--- src/rtl/cache_pkg.sv ---
// Shared types and geometry for the MEM-stage cache controller.
package cache_pkg;

  localparam int unsigned ADDR_W   = 19;
  localparam int unsigned TAG_W    = 10;
  localparam int unsigned INDEX_W  = 6;
  localparam int unsigned OFFSET_W = 3;
  localparam int unsigned WORD_W   = 32;
  localparam int unsigned BLOCK_W  = 64;
  localparam int unsigned STAT_W   = 16;

  localparam logic [31:0] BASE_ADDR_DEFAULT = 32'd1024;

  typedef enum logic [1:0] {
    IDLE      = 2'd0,
    READ_MISS = 2'd1,
    FILL      = 2'd2,
    WRITE     = 2'd3
  } state_e;

  // Offset bit 2 picks the upper word of a 64-bit block.
  function automatic logic [WORD_W-1:0] select_word(input logic [BLOCK_W-1:0] blk,
                                                    input logic               hi);
    return hi ? blk[BLOCK_W-1:WORD_W] : blk[WORD_W-1:0];
  endfunction

endpackage

--- src/rtl/cache_stats_counter.sv ---
// Saturating event counter; only built when CACHE_STATS_EN is defined.
`ifdef CACHE_STATS_EN
module cache_stats_counter #(
  parameter int unsigned W = 16
) (
  input  logic         clk,
  input  logic         rst,
  input  logic         inc_i,
  output logic [W-1:0] count_o
);

  logic [W-1:0] count_q, count_d;

  always_comb begin
    count_d = count_q;
    if (inc_i && (count_q != '1)) count_d = count_q + W'(1);
  end

  always_ff @(posedge clk) begin
    if (rst) count_q <= '0;
    else     count_q <= count_d;
  end

  assign count_o = count_q;

endmodule
`endif

--- src/rtl/cache_controller.sv ---
// MEM-stage front end for a 2-way cache plus SRAM: same-cycle read hits, block fill
// on read miss, write-through/no-write-allocate stores. CACHE_STATS_EN adds hit/miss counters.
module cache_controller
  import cache_pkg::*;
#(
  parameter logic [31:0] BASE_ADDR = BASE_ADDR_DEFAULT
) (
  input  logic                clk,
  input  logic                rst,
  input  logic [31:0]         mem_address,
  input  logic [WORD_W-1:0]   mem_wdata,
  input  logic                mem_r_en,
  input  logic                mem_w_en,
  output logic [WORD_W-1:0]   mem_rdata,
  output logic                ready,
  output logic [ADDR_W-1:0]   cache_address,
  output logic                cache_read_en,
  output logic                cache_invoke_set,
  output logic                cache_fill_en,
  output logic [BLOCK_W-1:0]  cache_fill_data,
  input  logic [WORD_W-1:0]   cache_rdata,
  input  logic                cache_hit,
  output logic [ADDR_W-1:0]   sram_address,
  output logic [WORD_W-1:0]   sram_wdata,
  output logic                sram_r_en,
  output logic                sram_w_en,
  input  logic [BLOCK_W-1:0]  sram_rdata,
  input  logic                sram_ready
`ifdef CACHE_STATS_EN
  ,
  output logic [STAT_W-1:0]   stat_hits,
  output logic [STAT_W-1:0]   stat_misses
`endif
);

  state_e              state_q, state_d;
  logic [BLOCK_W-1:0]  block_q, block_d;
  logic [WORD_W-1:0]   rdata_q, rdata_d;
  logic [ADDR_W-1:0]   addr;
  logic                rd_req;

  // Modulo-2^32 rebase, then truncate: out-of-range addresses simply alias.
  assign addr   = ADDR_W'(mem_address - BASE_ADDR);
  assign rd_req = mem_r_en && !mem_w_en;

  assign cache_address   = addr;
  assign cache_fill_data = block_q;
  assign sram_wdata      = mem_wdata;

  always_ff @(posedge clk) begin
    if (rst) begin
      state_q <= IDLE;
      block_q <= '0;
      rdata_q <= '0;
    end else begin
      state_q <= state_d;
      block_q <= block_d;
      rdata_q <= rdata_d;
    end
  end

  // Next state and per-state handshakes; a store wins over a simultaneous load.
  always_comb begin
    state_d          = state_q;
    block_d          = block_q;
    rdata_d          = rdata_q;
    ready            = 1'b0;
    mem_rdata        = rdata_q;
    cache_read_en    = 1'b0;
    cache_invoke_set = 1'b0;
    cache_fill_en    = 1'b0;
    sram_r_en        = 1'b0;
    sram_w_en        = 1'b0;
    sram_address     = addr;

    case (state_q)
      IDLE: begin
        if (mem_w_en) begin
          cache_invoke_set = cache_hit;
          state_d          = WRITE;
        end else if (rd_req) begin
          if (cache_hit) begin
            cache_read_en = 1'b1;
            mem_rdata     = cache_rdata;
            ready         = 1'b1;
          end else begin
            state_d = READ_MISS;
          end
        end else begin
          ready = 1'b1;
        end
      end
      READ_MISS: begin
        sram_r_en    = 1'b1;
        sram_address = {addr[ADDR_W-1:OFFSET_W], OFFSET_W'(0)};
        if (sram_ready) begin
          block_d = sram_rdata;
          rdata_d = select_word(sram_rdata, addr[OFFSET_W-1]);
          state_d = FILL;
        end
      end
      FILL: begin
        cache_fill_en = 1'b1;
        ready         = 1'b1;
        state_d       = IDLE;
      end
      WRITE: begin
        sram_w_en = 1'b1;
        if (sram_ready) begin
          ready   = 1'b1;
          state_d = IDLE;
        end
      end
      default: state_d = IDLE;
    endcase
  end

`ifdef CACHE_STATS_EN
  logic hit_evt, miss_evt;

  assign hit_evt  = (state_q == IDLE) && rd_req && cache_hit;
  assign miss_evt = (state_q == IDLE) && rd_req && !cache_hit;

  cache_stats_counter #(.W(STAT_W)) u_hits (
    .clk     (clk),
    .rst     (rst),
    .inc_i   (hit_evt),
    .count_o (stat_hits)
  );

  cache_stats_counter #(.W(STAT_W)) u_misses (
    .clk     (clk),
    .rst     (rst),
    .inc_i   (miss_evt),
    .count_o (stat_misses)
  );
`endif

endmodule

--- config.mk ---
export PLATFORM = sky130hd
export DESIGN_NAME = cache_controller
export DESIGN_NICKNAME = d
export VERILOG_FILES = /design/src/rtl/cache_pkg.sv /design/src/rtl/cache_stats_counter.sv /design/src/rtl/cache_controller.sv
export SDC_FILE = /design/constraint.sdc
export NUM_CORES = 1
export LEC_CHECK = 0
export BUFFER_PORTS_ARGS = -buffer_cell sky130_fd_sc_hd__buf_4
export CAP_MARGIN = 20
export CORE_MARGIN = 1.5
export CORE_UTILIZATION = 30
export CTS_CLUSTER_SIZE = 12
export DETAILED_ROUTE_END_ITERATION = 12
export PLACE_DENSITY = 0.72
export REMOVE_ABC_BUFFERS = 1
export SLEW_MARGIN = 0
export SYNTH_ARGS = -nofsm -noshare
export SYNTH_HDL_FRONTEND = slang
export SYNTH_SLANG_ARGS = --single-unit
--- constraint.sdc ---
create_clock -name clk -period 1.6 [get_ports clk]
set_clock_uncertainty 0.1 [all_clocks]
set_input_delay 0.08 -clock clk [delete_from_list [all_inputs] [get_ports clk]]
set_output_delay 0.08 -clock clk [all_outputs]
set_load 0.02 [all_outputs]
-- Word level (Yosys, flattened, before mapping)
Cells that the tools add are included.
- add/sub/neg operators: 1
- equality and inequality tests: 7
- multiplexer cells: 25
- reduce and logical (&&, ||, !) cells: 5
- operators with widths (cell ; number):
    32-bit 2-to-1 mux ; 5
    19-bit by 11-bit subtractor with 19-bit output (second input constant) ; 1
    1-bit 2-to-1 mux ; 12
    2-bit 2-to-1 mux ; 5
    2-bit case mux with 4 select lines ; 1
    3-bit inequality test (second input constant) ; 2
    2-bit equality test (second input constant) ; 2
    2-bit inequality test (second input constant) ; 2
    4-bit AND reduction ; 1
    3-bit 2-to-1 mux ; 1
    1-bit case mux with 3 select lines ; 1
    2-bit by 1-bit equality test with 1-bit output (second input constant) ; 1
    2-bit zero test ; 1
    2-bit AND reduction ; 1
    1-bit logical AND ; 1
    1-bit zero test ; 1
- register bits after elaboration: 98
- output and inout bits: 172
- logic and storage cells: 41

-- Longest topological paths before layout
Gate-level depths: netlist (run 1).
- word-level depth: 5
- mapped depth: 6
- depth with buffers taken out: 4

-- Worst setup path after synthesis (run 1)
Ideal clock, no wire load.
- path kind: input to output
- start: input mem_address[10]
- end: output sram_address[18]
- arrival: 1.271 ns
- required time: 1.420 ns
- path slack: 0.149 ns
- cell stages on the path: 5
- path buffers: 1
- cells stage by stage: inv_1 > ha_1 > nand4_1 > xnor2_1 > buf_4
- cells in the longest elaborated chain, start to end: 1
- ends and longest elaborated chain (element ; RTL line ; text):
    start: declaration ; cache_controller.sv:10 ; input logic [31:0] mem_address,
    19-bit by 11-bit subtractor with 19-bit output ; cache_controller.sv:43 ; assign addr = ADDR_W'(mem_address - BASE_ADDR);
    end: declaration ; cache_controller.sv:23 ; output logic [ADDR_W-1:0] sram_address,
Every way passes these cells.

-- Final worst setup path (run 1)
- start: register state_q[1]
- end: output mem_rdata[15]
- cells in the longest elaborated chain, start to end: 2
- ends and longest elaborated chain (element ; RTL line ; text):
    start: declaration ; cache_controller.sv:36 ; state_e state_q, state_d;
    start signal: assignment ; cache_controller.sv:56 ; state_q <= state_d;
    2-bit zero test ; cache_controller.sv:76 ; case (state_q)
    32-bit 2-to-1 mux ; cache_controller.sv:76 ;
    end: declaration ; cache_controller.sv:14 ; output logic [WORD_W-1:0] mem_rdata,
Every way passes these cells.

==> flow_summary.json, run 1 <==
{
  "multi_input_area_um2": 2390,
  "grt_pass1_vias": 4468,
  "endpoint_kind": "output pin",
  "vias": 4651,
  "wl_per_cell_um": 17.4,
  "tritoncts": "yes",
  "clock_latency_ns": 0.34,
  "period_needed_ns": 1.88,
  "holdWs_ns": 0.0600,
  "num_rows": 47,
  "cts_htree_levels": 3,
  "synth.yosys.seq_area_share": 0.390,
  "met1_length_um": 6710,
  "ant_nets": 0,
  "min_from": "mem_wdata[18]",
  "ioPinCount": 338,
  "path_class": "reg2out",
  "cp_num_buf_inv": 2,
  "yosysWarnings": 0,
  "drt-pass1-iter-count": 4,
  "place_hpwl_um": 12900,
  "drt-total-wl_um": 17700,
  "crit_slowest_cell": "dfxtp_4",
  "rsz0062_at_grt": "yes",
  "cellLeakagePower_nw": 3.44,
  "wl_met2_um": 8160,
  "hold_viol": 0,
  "power_density_nw_per_um2": 872,
  "core_area_um2": 16500,
  "required_ns": 1.42,
  "cpPeakStageDelay_ns": 0.37,
  "cap_violations": 0,
  "ys_ff_latch": 98,
  "wl_met3_um": 2370,
  "slew_headroom": 0.662,
  "antenna_found_initial": 0,
  "period_share": 1.18,
  "violations": "negative setup slack",
  "die-width_um": 133,
  "grt_pass1_wl_um": 25700,
  "yosysUniqueCellTypes": 31,
  "drc_errors": 0,
  "fillers": 1525,
  "diodes": 0,
  "drive_gt1_frac": 0.421,
  "synth_cells": 559,
  "critPathTopFamily": "flip-flops",
  "clockRootBuffer": "clkbuf_16",
  "register_area_um2": 1970,
  "r2r-start": "state_q[1]$_SDFFE_PP0P_",
  "fmax_mhz": 531,
  "clk_pin_slew_worst_paths_ns": 0.06,
  "gp_congestion": 0.742,
  "cts_buffers": 9,
  "via_per_inst": 4.57,
  "start_util": 0.306,
  "syn_area_um2": 5030,
  "slew_violations": 0,
  "io_buffers": 239,
  "arrival_ns": 1.70,
  "cp-start-kind": "flop",
  "crit_start": "state_q[1]$_SDFFE_PP0P_",
  "grt_max_degree": 64,
  "die_h_um": 133,
  "dieArea_um2": 17600,
  "highest_layer": "met5",
  "path_max_fanout": 17,
  "grt-ovfl-total": 0,
  "clock_path_buffers": 2,
  "grt_usage": 0.195,
  "finalSetupViolations": 33,
  "syn_to_final_growth_pct": 54.5,
  "worst_slack_ns": -0.281,
  "worstMarginPinSlew_ns": 0.506,
  "drtIter0Drc": 145,
  "layout_common_cells": "buf_4 (213), nand2_1 (130), dfxtp_1 (96)",
  "avgSynthCellArea_um2": 9.01,
  "path_cells": "nor2_4, nand4b_4, buf_12, mux2_4, buf_6",
  "clkSinkCount": 98,
  "hp-class": "in2out",
  "fin_nets": 961,
  "finalSetupTns_ns": -7.88,
  "ir_drop_uv": 451,
  "layout_commonest_cell": "buf_4",
  "status": "complete, but fails checks"
}
## registers in the layout, summed over array words and instances (netlist names)
| register | count |
|---|---|
| state_q | 2 |
| rdata_q | 32 |
| cache_fill_data | 64 |
## logic make-up after synthesis
kind of cell,after synthesis,share of synthesized area
AOI/OAI and AO/OA,101,0.150
xor gates and xnor gates,7,0.0122
adders and majority gates,1,0.00248
buffers and inverters,103,0.137
DFF,98,0.390
muxes,64,0.157
and+or+nand+nor,185,0.152
## cell type report
cell class,count,share of cell area
Tap cell,220,0.0354
Sequential cell,98,0.253
Clock buffer,13,0.0335
Clock inverter,2,0.00772
Inverter,5,0.00241
Timing Repair Buffer,322,0.361
Multi-Input combinational cell,358,0.307
## path summary, 6_finish.rpt
kind                            slack, ns                                to  depth (start not counted)
worst max-delay path                -0.28                     mem_rdata[15]                          5
worst min-delay path                 0.06                    sram_wdata[18]                          0
worst max register to register       0.07          rdata_q[30]$_SDFFE_PP0P_                          4
worst min register to register       0.35  cache_fill_data[17]$_SDFFE_PP0P_                          2
## per-layer routing
| layer | up-vias | GRT usage |
|---|---|---|
| met5 | - | 0.0444 |
| li1 | 2268 | - |
| met2 | 241 | 0.314 |
| met3 | 25 | 0.125 |
| met1 | 2115 | 0.203 |
| met4 | 2 | 0.0696 |
## metrics by stage
step           total power, mW  utilization  area, um2  instances  setup slack (ns)
4_1_cts                   6.87        0.472       7780       1018            -0.281
6_report                  6.79        0.472       7780       1018            -0.281
3_5_place_dp              4.27        0.404       6650        935            0.0306
5_1_grt                   7.07        0.472       7780       1018            -0.320
2_1_floorplan             3.49            -       4360        461             -2.17
3_3_place_gp              4.25        0.404       6650        935            0.0501
## synth_stat cells
cell type | count | area (um2)
nor2_4 | 1 | 11.3
nor3_1 | 2 | 10.0
inv_1 | 5 | 18.8
o21ai_0 | 1 | 5.00
dfxtp_1 | 98 | 1960
a211oi_2 | 32 | 400
and2_1 | 4 | 25.0
nand3b_1 | 1 | 7.51
nor2_1 | 35 | 131
nand4_1 | 1 | 6.26
clkbuf_1 | 8 | 30.0
mux2i_1 | 32 | 320
nand4b_4 | 1 | 23.8
buf_6 | 6 | 67.6
xor2_1 | 3 | 26.3
mux2_4 | 29 | 435
mux2_2 | 3 | 33.8
and3b_1 | 1 | 8.76
buf_4 | 61 | 458
nand2_1 | 130 | 488
o31ai_1 | 1 | 7.51
nor2b_1 | 3 | 18.8
xnor2_1 | 4 | 35.0
ha_1 | 1 | 12.5
nand2b_1 | 2 | 12.5
and3_1 | 1 | 6.26
buf_2 | 23 | 115
a211oi_1 | 2 | 15.0
nand3_1 | 2 | 10.0
a21oi_1 | 65 | 325
nor3b_1 | 1 | 7.51
## power by group
group,switching (mW),total (mW),internal (mW)
sequential,0.0819,2.66,2.57
combinational,0.851,1.77,0.917
clock,0.914,2.36,1.45
## timing repair
action                                  in CTS  in global routing
endpoints found under the hold margin       70                  0
endpoints found under the setup margin      33                 34
gates resized for setup                     35                  1
buffers inserted                             0                  0
hold buffers                                68                  0
(Power assumes the default switching activity.)
==> inputs of run 2 (changes only) <==
--- a/config.mk
+++ b/config.mk
@@ -5,13 +5,14 @@
 export SDC_FILE = /design/constraint.sdc
 export NUM_CORES = 1
 export LEC_CHECK = 0
+export ABC_AREA = 1
 export BUFFER_PORTS_ARGS = -buffer_cell sky130_fd_sc_hd__buf_4
 export CAP_MARGIN = 20
-export CORE_MARGIN = 1.5
+export CORE_MARGIN = 8
 export CORE_UTILIZATION = 30
 export CTS_CLUSTER_SIZE = 12
 export DETAILED_ROUTE_END_ITERATION = 12
-export PLACE_DENSITY = 0.72
+export PLACE_DENSITY = 0.71
 export REMOVE_ABC_BUFFERS = 1
 export SLEW_MARGIN = 0
 export SYNTH_ARGS = -nofsm -noshare
==> run 2 against run 1 <==
The flow still finishes with violations (negative setup slack). Via count rose by 30%. Synthesized cell count rose by 48%. Cell count grew 28%. Fmax up 12%.
==> flow_summary.json, run 2 <==
{
  "drtIter0Drc": 349,
  "yosysUniqueCellTypes": 19,
  "antenna_found_initial": 0,
  "ant_nets": 0,
  "period_share": 1.05,
  "drive_gt1_frac": 0.323,
  "cp_num_buf_inv": 3,
  "syn_to_final_growth_pct": 60.8,
  "violations": "negative setup slack",
  "synth_compound_area_frac": 0.0675,
  "yosysWarnings": 0,
  "ys_ff_latch": 98,
  "clockRootBuffer": "clkbuf_16",
  "endpoint_kind": "output pin",
  "power_density_nw_per_um2": 826,
  "avgSynthCellArea_um2": 6.29,
  "core_area_um2": 17100,
  "p_sw_mw": 2.09,
  "period_needed_ns": 1.68,
  "io_buffers": 239,
  "ys_top_cells_by_area": "dfxtp_1 (38%), nand2_1 (25%), buf_4 (9.4%), nand3_1 (6.5%), a21oi_1 (6.3%)",
  "hold_viol": 0,
  "placed_area_um2": 6830,
  "cap_violations": 0,
  "clk_pin_slew_worst_paths_ns": 0.07,
  "ioPinCount": 338,
  "place_hpwl_um": 15300,
  "synth_top_family_by_area": "simple AND/OR/NAND/NOR gates",
  "power_frac_comb": 0.283,
  "async_reset_ff_frac": 0,
  "clock_latency_ns": 0.34,
  "drt-total-wl_um": 23100,
  "cts_htree_levels": 3,
  "fin_nets": 1240,
  "critical_path_depth": 7,
  "finalSetupViolations": 32,
  "tritoncts": "yes",
  "ys.flop_type": "dfxtp_1",
  "fillers": 1630,
  "cpPeakStageDelay_ns": 0.34,
  "syn_area_um2": 5210,
  "path_class": "reg2out",
  "layout_commonest_cell": "nand2_1",
  "cts_buffers": 9,
  "rsz0062_at_grt": "yes",
  "synth-adder-area-share": 0.00240,
  "ir_drop_uv": 509,
  "synthXorXnorAreaFrac": 0.00336,
  "finalSetupTns_ns": -1.50,
  "crit_slowest_cell": "dfxtp_2",
  "min_path_cells": 3,
  "synth.yosys.seq_area_share": 0.376,
  "cp-start-kind": "flop",
  "diodes": 0,
  "via_per_inst": 4.63,
  "critPathTopFamily": "simple AND/OR/NAND/NOR gates",
  "largest_reg_flops": 64,
  "vias": 6031,
  "die_h_um": 148,
  "grt-ovfl-total": 0,
  "wl_per_cell_um": 17.7,
  "synth-simple-area-share": 0.377,
  "hp-class": "in2reg",
  "dieArea_um2": 21800,
  "slew_headroom": 0.778,
  "final_util": 0.490,
  "slew_violations": 0,
  "synth_mux_area_frac": 0,
  "holdWs_ns": 0.0448,
  "synth_cells": 829,
  "start_util": 0.305,
  "synth_enable_flop_cells": 0,
  "clkPwrFrac": 0.337,
  "cellLeakagePower_nw": 4.18,
  "r2r_cells": 7,
  "clock_path_buffers": 2,
  "num_rows": 48,
  "p_sw_frac": 0.302,
  "seqPwrFrac": 0.380,
  "layout_common_cells": "nand2_1 (298), buf_4 (225), dfxtp_1 (96)",
  "yosys.area.top_type": "dfxtp_1",
  "synth_common_cells": "nand2_1 (343), dfxtp_1 (98), nor2_1 (80)",
  "p_int_mw": 4.84,
  "drt-pass1-iter-count": 4,
  "path_max_fanout": 8,
  "fmax_mhz": 596,
  "worstMarginPinSlew_ns": 0.332,
  "yosysTopAreaCellShare": 0.376,
  "grt_max_degree": 60,
  "die-width_um": 148,
  "clkSinkCount": 98,
  "gp_congestion": 0.797,
  "fin_area_um2": 8380,
  "grt_pass1_vias": 5985,
  "cpMostUsedCell": "nand2_2",
  "drc_errors": 0,
  "required_ns": 1.42,
  "arrival_ns": 1.50,
  "worst_slack_ns": -0.0773,
  "grt_usage": 0.196,
  "status": "complete, but fails checks",
  "synthMostInstantiatedCell": "nand2_1",
  "path_cells": "nor2_4, nand3_4, clkinv_8, buf_12, nand2_2, nand2_2, buf_6",
  "grt_pass1_wl_um": 33400
}
==> run 2: cell count changes after synthesis, sizes merged, moves of 34 or more <==
cell and delta:
nor2 +45, a211oi -34, nand2 +213, inv +49, nand3 +68
==> run 2: final cells by class <==
class | instances | area (um2) | area share
Clock inverter | 3 | 46.3 | 0.00552
Clock buffer | 13 | 270 | 0.0322
Sequential cell | 98 | 1960 | 0.234
Multi-Input combinational cell | 568 | 2530 | 0.302
Tap cell | 225 | 282 | 0.0336
Timing Repair Buffer | 342 | 3070 | 0.366
Inverter | 54 | 218 | 0.0260
==> run 2: cell families after synthesis <==
family / Yosys count
compound gates: 70
flops: 98
fa+ha+maj: 1
xor+xnor: 2
buf+inv: 163
simple gates: 495
==> run 2: stage by stage <==
stage	total power, mW	std cells	setup WS [ns]
after floorplan	3.40	720	-0.813
after global placement	4.24	1205	0.189
after detailed placement	4.25	1205	0.155
after CTS	6.87	1297	-0.0809
after global routing	7.27	1303	-0.154
final	6.93	1303	-0.0773
==> run 2: power by group through the flow <==
stage | registers [mW] | logic (mW) | clock network (mW)
after floorplan | 2.76 | 0.639 | 0
after global routing | 2.65 | 2.11 | 2.52
after CTS | 2.63 | 1.85 | 2.40
after detailed placement | 2.68 | 1.57 | 0
after global placement | 2.68 | 1.56 | 0
final | 2.63 | 1.96 | 2.34
==> run 2: worst min-delay path, stage by stage <==
cell	delay [ns]
buf_4	0.19
nand3_1	0.11
a21oi_1	0.05
==> run 2: path summary, 6_finish.rpt <==
check / slack (ns) / start / endpoint
worst min register to register: 0.37 / cache_fill_data[55]$_SDFFE_PP0P_ / cache_fill_data[55]$_SDFFE_PP0P_
worst min-delay path: 0.04 / sram_ready / cache_fill_data[44]$_SDFFE_PP0P_
worst max-delay path: -0.08 / state_q[1]$_SDFFE_PP0P_ / mem_rdata[29]
worst max register to register: 0.09 / state_q[0]$_SDFFE_PP0P_ / cache_fill_data[14]$_SDFFE_PP0P_
==> run 2: routing by layer <==
metal  GRT usage  share of wire
met1       0.232           0.41
met2       0.286           0.43
met3       0.120           0.14
met4      0.0632          0.018
met5      0.0285         0.0024
==> run 2: what timing repair did <==
item,CTS,global route
hold buffers,67,0
pin swaps,2,20
cloned,2,3
setup endpoints to repair,36,50
buffers inserted,7,3
gates resized for setup,29,81
hold endpoints to repair,98,0
==> inputs of run 3 (changes only) <==
--- a/config.mk
+++ b/config.mk
@@ -9,10 +9,10 @@
 export BUFFER_PORTS_ARGS = -buffer_cell sky130_fd_sc_hd__buf_4
 export CAP_MARGIN = 20
 export CORE_MARGIN = 8
-export CORE_UTILIZATION = 30
+export CORE_UTILIZATION = 25
 export CTS_CLUSTER_SIZE = 12
 export DETAILED_ROUTE_END_ITERATION = 12
-export PLACE_DENSITY = 0.71
+export PLACE_DENSITY = 0.65
 export REMOVE_ABC_BUFFERS = 1
 export SLEW_MARGIN = 0
 export SYNTH_ARGS = -nofsm -noshare
==> constraint.sdc (replaced) <==
create_clock -name clk -period 1.5 [get_ports clk]
set_clock_uncertainty 0.1 [all_clocks]
set_input_delay 0.075 -clock clk [delete_from_list [all_inputs] [get_ports clk]]
set_output_delay 0.075 -clock clk [all_outputs]
set_load 0.1 [all_outputs]
==> run 3 against run 2 <==
The flow still finishes with violations (negative setup slack). Register-to-register slack worse by 0.28 ns. Via count is 3.9% higher. Combinational power is 100% higher. Utilization is 2.2 points lower. Cell count is 5.1% higher. Design area is 16% higher. First-iteration DRC count is 4.9% lower. Worst hold slack better by 0.0059 ns. Global-route usage is 3.0 points lower. Die area is 18% higher. Largest cell class unchanged. Highest routed layer unchanged.
==> flow_summary.json, run 3 (synthesis results as in run 2) <==
{
  "status": "complete, but fails checks",
  "violations": "negative setup slack",
  "start_util": 0.251,
  "final_util": 0.468,
  "ir_drop_uv": 526,
  "grt-ovfl-total": 0,
  "syn_to_final_growth_pct": 86.4,
  "crit_slowest_cell": "dfxtp_2",
  "drc_errors": 0,
  "slew_violations": 0,
  "grt_pass1_vias": 6033,
  "tritoncts": "yes",
  "drt-pass1-iter-count": 7,
  "cts_buffers": 9,
  "diodes": 0,
  "clock_path_buffers": 2,
  "drt-total-wl_um": 25900,
  "grt_max_degree": 66,
  "holdWs_ns": 0.0507,
  "cap_violations": 0,
  "core_area_um2": 20800,
  "slew_headroom": 0.680,
  "wl_per_cell_um": 18.9,
  "fin_area_um2": 9710,
  "gp_congestion": 0.828,
  "fmax_mhz": 576,
  "fin_nets": 1260,
  "power_density_nw_per_um2": 920,
  "clock_latency_ns": 0.33,
  "hold_viol": 0,
  "period_share": 1.16,
  "worstMarginPinSlew_ns": 0.479,
  "place_ws_ns": 0.00990,
  "path_max_fanout": 15,
  "placed_area_um2": 6900,
  "layout_commonest_cell": "nand2_1",
  "drive_gt1_frac": 0.428,
  "required_ns": 1.32,
  "layout_common_cells": "nand2_1 (238), buf_4 (212), dfxtp_1 (96)",
  "grt_usage": 0.166,
  "via_per_inst": 4.58,
  "worst_slack_ns": -0.236,
  "power_mw": 8.94,
  "ioPinCount": 338,
  "cp-start-kind": "flop",
  "vias": 6266,
  "arrival_ns": 1.56,
  "finalSetupViolations": 137,
  "dieArea_um2": 25700,
  "antenna_found_initial": 0,
  "rsz0062_at_grt": "yes",
  "cpMostUsedCell": "buf_12",
  "period_needed_ns": 1.74,
  "clkSinkCount": 98,
  "finalSetupTns_ns": -19.10,
  "clockRootBuffer": "clkbuf_16",
  "path_class": "reg2out",
  "cpPeakStageDelay_ns": 0.33,
  "cellLeakagePower_nw": 4.48,
  "ant_nets": 0,
  "grt_pass1_wl_um": 34100,
  "drtIter0Drc": 332,
  "place_hpwl_um": 15300,
  "hp-class": "in2out",
  "io_buffers": 239,
  "die-width_um": 160,
  "path_cells": "nor2_4, nand3_4, inv_4, buf_12, nand2_1, nand2_2, buf_12",
  "num_rows": 53,
  "largest_reg_flops": 64,
  "dp_cells": 1255,
  "die_h_um": 160,
  "clk_pin_slew_worst_paths_ns": 0.06,
  "cts_htree_levels": 3,
  "endpoint_kind": "output pin",
  "fin_cells": 1369
}
==> run 3: routing by layer <==
| metal | track usage | vias to the layer above | wire [um] | part of all wire |
|---|---|---|---|---|
| li1 | - | 3015 | - | - |
| met2 | 0.256 | 316 | 11800 | 0.46 |
| met4 | 0.0378 | 2 | 388 | 0.015 |
| met1 | 0.196 | 2908 | 10600 | 0.41 |
| met5 | 0.0197 | - | 50 | 0.0019 |
| met3 | 0.0952 | 25 | 2950 | 0.11 |
==> run 3: critical path: cells and delay by family, from the launching register on <==
family,cells,cell delay (ns)
AND/OR/NAND/NOR,4,0.45
buffers and inverters,3,0.42
flip-flops,1,0.33
==> run 3: what timing repair did <==
item,CTS,global route
pin swaps,2,20
hold endpoints to repair,97,1
gates resized for setup,179,184
hold buffers,64,1
gates cloned,1,20
endpoints found under the setup margin,40,129
setup buffers,6,13
==> run 3: where the power goes <==
group | switching, mW | internal [mW]
registers | 0.0888 | 2.74
logic | 2.58 | 1.42
clock network | 0.975 | 1.13
==> run 3: final cells by class <==
cell class	instances	area (um2)
clock buffer	11	243
clock inverter	1	5.00
fill	1954	11000
inverter	54	220
multi-input combinational	568	3010
sequential	98	1960
tap	275	344
timing repair buffer	362	3920
==> run 3: path summary, 6_finish.rpt <==
check	from	end	slack, ns	cells after the start
setup / recovery	state_q[1]$_SDFFE_PP0P_	mem_rdata[28]	-0.24	7
hold / removal	mem_wdata[4]	sram_wdata[4]	0.05	0
setup reg to reg	state_q[1]$_SDFFE_PP0P_	cache_fill_data[6]$_SDFFE_PP0P_	-0.19	10
hold reg to reg	cache_fill_data[40]$_SDFFE_PP0P_	cache_fill_data[40]$_SDFFE_PP0P_	0.36	2
